[config.mk]
export PLATFORM = sky130hd
export DESIGN_NAME = seq_shift_add_mult
export DESIGN_NICKNAME = d
export VERILOG_FILES = /design/src/rtl/seq_shift_add_mult_pkg.sv /design/src/rtl/seq_shift_add_mult_rca_adder.sv /design/src/rtl/seq_shift_add_mult.sv
export SDC_FILE = /design/constraint.sdc
export NUM_CORES = 1
export LEC_CHECK = 0
export CAP_MARGIN = 20
export CORE_ASPECT_RATIO = 1.2
export CORE_MARGIN = 3
export CORE_UTILIZATION = 45
export DETAILED_ROUTE_END_ITERATION = 16
export PLACE_DENSITY = 0.76
export SKIP_LAST_GASP = 1
export SLEW_MARGIN = 40
export SYNTH_ARGS = -nofsm -noshare
export SYNTH_HDL_FRONTEND = slang
export SYNTH_SLANG_ARGS = --single-unit
[constraint.sdc]
create_clock -name clk -period 5 [get_ports clk]
set_input_delay 1 -clock clk [delete_from_list [all_inputs] [get_ports clk]]
set_output_delay 1 -clock clk [all_outputs]
set_load 0.01 [all_outputs]
[src/rtl/seq_shift_add_mult_pkg.sv]
// Shared definitions for the iterative shift-add multiplier.
//   state_t   : FSM state encoding (IDLE / RUN / DONE)
//   WIDTH_MIN/WIDTH_MAX, width_ok() : legal operand-width range and its check
package seq_shift_add_mult_pkg;

  typedef enum logic [1:0] {
    ST_IDLE = 2'd0,
    ST_RUN  = 2'd1,
    ST_DONE = 2'd2
  } state_t;

  localparam int WIDTH_MIN = 2;
  localparam int WIDTH_MAX = 32;

  function automatic bit width_ok(input int w);
    return (w >= WIDTH_MIN) && (w <= WIDTH_MAX);
  endfunction

endpackage

[src/rtl/seq_shift_add_mult_rca_adder.sv]
// Ripple-carry adder built from a chain of full_adder cells.
//   full_adder : a_i, b_i, c_i -> s_o (sum), c_o (carry)
//   rca_adder  : a_i[WIDTH], b_i[WIDTH] -> sum_o[WIDTH], cout_o (carry out of the MSB)
module full_adder (
  input  logic a_i,
  input  logic b_i,
  input  logic c_i,
  output logic s_o,
  output logic c_o
);
  assign s_o = a_i ^ b_i ^ c_i;
  assign c_o = (a_i & b_i) | (c_i & (a_i ^ b_i));
endmodule

module rca_adder #(
  parameter int WIDTH = 8
) (
  input  logic [WIDTH-1:0] a_i,
  input  logic [WIDTH-1:0] b_i,
  output logic [WIDTH-1:0] sum_o,
  output logic             cout_o
);
  logic [WIDTH:0] carry;

  assign carry[0] = 1'b0;
  assign cout_o   = carry[WIDTH];

  for (genvar gi = 0; gi < WIDTH; gi++) begin : g_bit
    full_adder u_fa (
      .a_i (a_i[gi]),
      .b_i (b_i[gi]),
      .c_i (carry[gi]),
      .s_o (sum_o[gi]),
      .c_o (carry[gi+1])
    );
  end
endmodule

[src/rtl/seq_shift_add_mult.sv]
// Iterative radix-2 shift-add multiplier, WIDTH x WIDTH -> 2*WIDTH, one partial
// product per clock. Operands are accepted in IDLE, WIDTH steps run in RUN, and
// the product is presented in DONE until the consumer takes it.
// Ports:
//   clk, rst            : clock (rising edge), synchronous active-high reset
//   in_valid/in_ready   : operand handshake (in_ready high only in IDLE)
//   in_m, in_q          : multiplicand, multiplier
//   in_sgn              : two's-complement mode (only with MULT_SIGNED_EN)
//   out_valid/out_ready : product handshake
//   out_p               : product; holds the last result until reset
//   busy                : high while stepping (RUN)
// Build option: define MULT_SIGNED_EN to add the in_sgn port and sign handling.
module seq_shift_add_mult
  import seq_shift_add_mult_pkg::*;
#(
  parameter int WIDTH = 8
) (
  input  logic               clk,
  input  logic               rst,
  input  logic               in_valid,
  output logic               in_ready,
  input  logic [WIDTH-1:0]   in_m,
  input  logic [WIDTH-1:0]   in_q,
`ifdef MULT_SIGNED_EN
  input  logic               in_sgn,
`endif
  output logic               out_valid,
  input  logic               out_ready,
  output logic [2*WIDTH-1:0] out_p,
  output logic               busy
);
  localparam int CNT_W = $clog2(WIDTH + 1);

  if (!width_ok(WIDTH)) begin : g_width_check
    $error("seq_shift_add_mult: WIDTH must be in 2..32");
  end

  state_t               state_q, state_d;
  logic [WIDTH-1:0]     m_q, m_d;
  logic [WIDTH-1:0]     q_q, q_d;
  // The accumulator's top bit is always zero after the shift, so only the
  // low WIDTH bits are stored; the adder's carry-out supplies S[WIDTH].
  logic [WIDTH-1:0]     a_q, a_d;
  logic [CNT_W-1:0]     count_q, count_d;
  logic [2*WIDTH-1:0]   p_q, p_d;

  logic [WIDTH-1:0]     addend;
  logic [WIDTH-1:0]     sum_lo;
  logic                 sum_co;
  logic [WIDTH:0]       sum_full;
  logic [2*WIDTH-1:0]   prod_raw;

  assign addend   = q_q[0] ? m_q : '0;
  assign sum_full = {sum_co, sum_lo};
  // {A,Q} after the final shift: this is the unsigned product.
  assign prod_raw = {sum_full[WIDTH:1], sum_full[0], q_q[WIDTH-1:1]};

  rca_adder #(.WIDTH(WIDTH)) u_adder (
    .a_i    (a_q),
    .b_i    (addend),
    .sum_o  (sum_lo),
    .cout_o (sum_co)
  );

`ifdef MULT_SIGNED_EN
  logic sign_q, sign_d;
`endif

  always_ff @(posedge clk) begin
    if (rst) begin
      state_q <= ST_IDLE;
      m_q     <= '0;
      q_q     <= '0;
      a_q     <= '0;
      count_q <= '0;
      p_q     <= '0;
`ifdef MULT_SIGNED_EN
      sign_q  <= 1'b0;
`endif
    end else begin
      state_q <= state_d;
      m_q     <= m_d;
      q_q     <= q_d;
      a_q     <= a_d;
      count_q <= count_d;
      p_q     <= p_d;
`ifdef MULT_SIGNED_EN
      sign_q  <= sign_d;
`endif
    end
  end

  always_comb begin
    state_d = state_q;
    m_d     = m_q;
    q_d     = q_q;
    a_d     = a_q;
    count_d = count_q;
    p_d     = p_q;
`ifdef MULT_SIGNED_EN
    sign_d  = sign_q;
`endif
    case (state_q)
      ST_IDLE: begin
        if (in_valid) begin
          state_d = ST_RUN;
          a_d     = '0;
          count_d = '0;
`ifdef MULT_SIGNED_EN
          // Signed operands are stepped as magnitudes; the most negative
          // value maps onto its unsigned bit pattern, which is its magnitude.
          sign_d = in_sgn & (in_m[WIDTH-1] ^ in_q[WIDTH-1]);
          m_d    = (in_sgn && in_m[WIDTH-1]) ? WIDTH'(-in_m) : in_m;
          q_d    = (in_sgn && in_q[WIDTH-1]) ? WIDTH'(-in_q) : in_q;
`else
          m_d = in_m;
          q_d = in_q;
`endif
        end
      end
      ST_RUN: begin
        a_d     = sum_full[WIDTH:1];
        q_d     = {sum_full[0], q_q[WIDTH-1:1]};
        count_d = count_q + CNT_W'(1);
        if (count_q == CNT_W'(WIDTH - 1)) begin
          state_d = ST_DONE;
`ifdef MULT_SIGNED_EN
          p_d = sign_q ? (2*WIDTH)'(-prod_raw) : prod_raw;
`else
          p_d = prod_raw;
`endif
        end
      end
      ST_DONE: begin
        if (out_ready) state_d = ST_IDLE;
      end
      default: state_d = ST_IDLE;
    endcase
  end

  assign in_ready  = (state_q == ST_IDLE);
  assign busy      = (state_q == ST_RUN);
  assign out_valid = (state_q == ST_DONE);
  assign out_p     = p_q;

endmodule

==> results by stage <==
Status:
- The run finished with clean final reports.

Die:
- The floorplan step set the die width to around 70 um.
- The area of the die is 5750 um^2.
- The number of ports placed on the die boundary is 39.
- The initialized floorplan defines 27 standard-cell rows.
- The core region is 4660 um^2.
- The die height is a little over 80 um.
- The initial core utilization is a little under half.

Logic synthesis:
- Synthesis inferred 46 register bits.
- Among all flip-flop cells after synthesis, the most frequent one is sky130_fd_sc_hd__dfxtp_1.
- The gate count after technology mapping is roughly 250.
- The share of synthesized flip-flops with an asynchronous set or reset is 0%.
- The synthesized netlist net count is between 200 and 300.
- The Yosys step of the flow raised 0 warnings.
- The mapped netlist covers about 2200 um^2.
- After synthesis, the mean cell area works out to 8.74 um^2.
- The number of different library cells used by synthesis comes to 35.
- The proportion of synthesized chip area in sequential cells is 42.0%.
- Yosys mapped a number of flops with a built-in enable equal to 0.

Timing:
- The number of pins with negative max-slew slack in the final report is 0.
- The normalized max-slew margin is 53.2%.
- The shortest period the worst path allows is between 3000 and 4000 ps.
- The number of hold violations in the final report is 0.
- The achievable clock frequency is roughly 260 MHz.
- The number of endpoints failing setup at the final stage is 0.
- Summed over all failing endpoints, the final setup total negative slack is 0 ps.
- On the final layout, the worst clock skew is between 5 and 6 ps.
- Setup repair after global routing left no endpoint under its margin.
- The transition time of the tightest slew-check pin is around 700 ps.
- Of the available clock period, the critical path in the final layout requires approximately three quarters.

Final layout:
- In the layout the commonest cells are sky130_fd_sc_hd__dfxtp_1 (46), sky130_fd_sc_hd__a21oi_1 (42), sky130_fd_sc_hd__clkdlybuf4s50_1 (38), sky130_fd_sc_hd__nand2_1 (24), sky130_fd_sc_hd__nand3_1 (19).
- The layout-stage area growth over the synthesis result is 20.5%.
- The library cell used most frequently in the layout, excluding fill and tap cells, is sky130_fd_sc_hd__dfxtp_1.
- In the final design database the tool counted slightly above 300 nets.
- The count of inserted antenna diode cells is 0.
- The share of layout cells above drive strength 1 is 11.9%.
- The count of cells in the finished layout, fillers not included, comes to approximately 340.

Worst setup path:
- The type of the setup path with the least slack is register to register.
- The most frequent cell on the critical path is sky130_fd_sc_hd__fa_1.
- The cell with the largest stage delay on the worst path is sky130_fd_sc_hd__dfxtp_1.
- Walking the worst path, the cells encountered are and2_1 -> ha_1 -> inv_1 -> fa_1 -> fa_1 -> inv_1 -> fa_1 -> inv_1 -> fa_1 -> fa_1 -> fa_1 -> fa_1 -> nand2b_1 -> a21oi_1.
- For the worst setup path, the data required time is 5230 ps.
- The arrival time reported for the critical path endpoint is ~4100 ps.
- In this run the worst path has a maximum fanout of 9.
- The nature of the critical path startpoint is a register.
- The sort of element at the end of the critical path is a register.
- On the worst path, the slowest cell contributes a delay of 470 ps.

Clock network:
- The cell sitting at the root of the clock tree is a sky130_fd_sc_hd__clkbuf_8.
- The number of sinks handled by clock tree synthesis is 46.
- The register clock-pin slew on the reported worst setup and hold paths is roughly 90 ps.
- TritonCTS built the clock tree.
- The clock reaches the later pin of the worst-skew pair after ~300 ps.
- The number of levels the H-tree was split into is 2.
- Buffers inserted during clock tree synthesis total 5.
- The total of hold buffers inserted after clock tree synthesis is 0.
- The total of cells resized after clock tree synthesis is 0.
- The post-CTS setup-driven buffer insertion count is 0.
- The maximum count of clock buffers along a single path is 2.

Global routing:
- The total track usage is around 17%.
- Entering global routing, the biggest net connects between 40 and 50 pins.
- The initial antenna violation count came to 0.
- The first-pass GRT wire length is 7760 um.
- For this run the aggregate overflow at the end of global routing stands at 0.
- The number of global-route vias before repair came to about 1,600.

Pwr:
- For this design the total switching power over the nets is roughly 0.18 mW.
- The logic gate share of total power is between 10% and 20%.
- The post-route total power is approximately 0.74 mW.
- The internal power of the cells totals 0.563 mW.
- Sequential cells burn around 53% of the power.
- The clock network burns 36.4% of the power.
- The analysis attributes to cell leakage a power of ~0.90 nW.
- The power per cell area is 280 nW/um^2.
- IR analysis of the VDD net gives a maximum drop of between 0.1 and 0.15 mV.
- The switching portion of total power is between 20% and 30%.

Routing:
- In the routed layout, each cell is associated on average with a via count of roughly 5.3.
- For this run, design rule violations remaining after detail routing come to 0.
- The DRC marker count from the first detailed-route iteration is about 180.
- The count of nets left with antenna violations once routing finished came out at 0.
- The final layout contains routed wiring with a total length of ~4600 um.
- The number of detailed-routing iterations run before antenna repair is 4.
- The routed length per instance is 13.6 um.
- The routed via count is roughly 1,800.

Hold path:
- In this run the worst hold path is classified as register to register.

Place:
- After detailed placement, the design holds a cell count of about 330.
- The half-perimeter wire length of the detailed placement result is 2940 um.
- The count of input and output buffers is 38.
- The final weighted congestion of routability-driven global placement is 0.790.

Flow run:
- Across the run, the number of max-cap violations was 0.
path summary, 6_finish.rpt:
path,start,to,slack (ps),cells past startpoint
worst max register to register,q_q[0],a_q[6],1170,14
worst max-delay path,q_q[0],a_q[6],1170,14
worst min-delay path,m_q[3],m_q[3],470,2
worst min register to register,m_q[3],m_q[3],470,2
kinds of logic (layout without fill, tap and decap cells):
| group | Yosys count | in the layout | share of synthesized area (%) |
|---|---|---|---|
| and+or+nand+nor | 98 | 98 | 24.1 |
| buffers and inverters | 34 | 60 | 7.93 |
| adders and majority gates | 9 | 9 | 7.53 |
| DFF | 46 | 46 | 42.0 |
| AOI/OAI and AO/OA | 64 | 64 | 18.5 |
critical path, delay by kind of cell (launching register included):
kind,cells,cell delay (ps)
adders and majority gates,8,2660
DFF,1,470
and+or+nand+nor,2,340
buffers and inverters,3,180
AOI/OAI and AO/OA,1,120
stage by stage:
step	hold slack [ps]	area, um^2	utilization [%]	setup WS (ps)
6_report	473	2640	56.7	1170
5_1_grt	498	2640	56.7	887
4_1_cts	475	2640	56.7	1160
3_5_place_dp	452	2530	54.3	1220
3_3_place_gp	443	2530	54.3	1310
2_1_floorplan	432	2190	-	1310
area by class of cell:
cell class,count,area [um^2]
Sequential cell,46,921
Clock inverter,3,40.0
Tap cell,58,72.6
Inverter,12,45.0
Clock buffer,5,68.8
Fill cell,434,2020
Timing Repair Buffer,40,395
Multi-Input combinational cell,171,1100
sequential cells by signal (all words and copies together) (netlist names):
name / cells
a_q: 8
count_q: 4
out_p: 16
m_q: 8
q_q: 8
state_q: 2
synth_stat cells (all sizes together), types with 2 or more instances:
cell	count	area, um^2
nand3b	2	15.0
a21bo	9	90.1
and2	3	21.3
inv	12	45.0
a21oi	42	210
buf	15	101
nand2	24	90.1
nand2b	17	106
a211oi	8	65.1
nor2	12	47.6
or3b	9	78.8
nand3	19	95.1
fa	7	140
nor3	8	40.0
dfxtp	46	921
ha	2	25.0
clkbuf	7	27.5
routing by layer:
metal | part of all wire, % | track usage [%]
met1 | 47 | 21.8
met2 | 48 | 27.8
met3 | 3.8 | 3.63
met4 | 1.1 | 4.60
met5 | 0 | 0
power groups by stage:
stage	combinational, mW	clock, mW	sequential [mW]
6_report	0.0786	0.270	0.392
5_1_grt	0.0878	0.290	0.394
4_1_cts	0.0793	0.272	0.392
2_1_floorplan	0.0591	0	0.393
3_3_place_gp	0.0780	0	0.400
3_5_place_dp	0.0784	0	0.400
No activity file was read; power rests on OpenSTA's default activity.
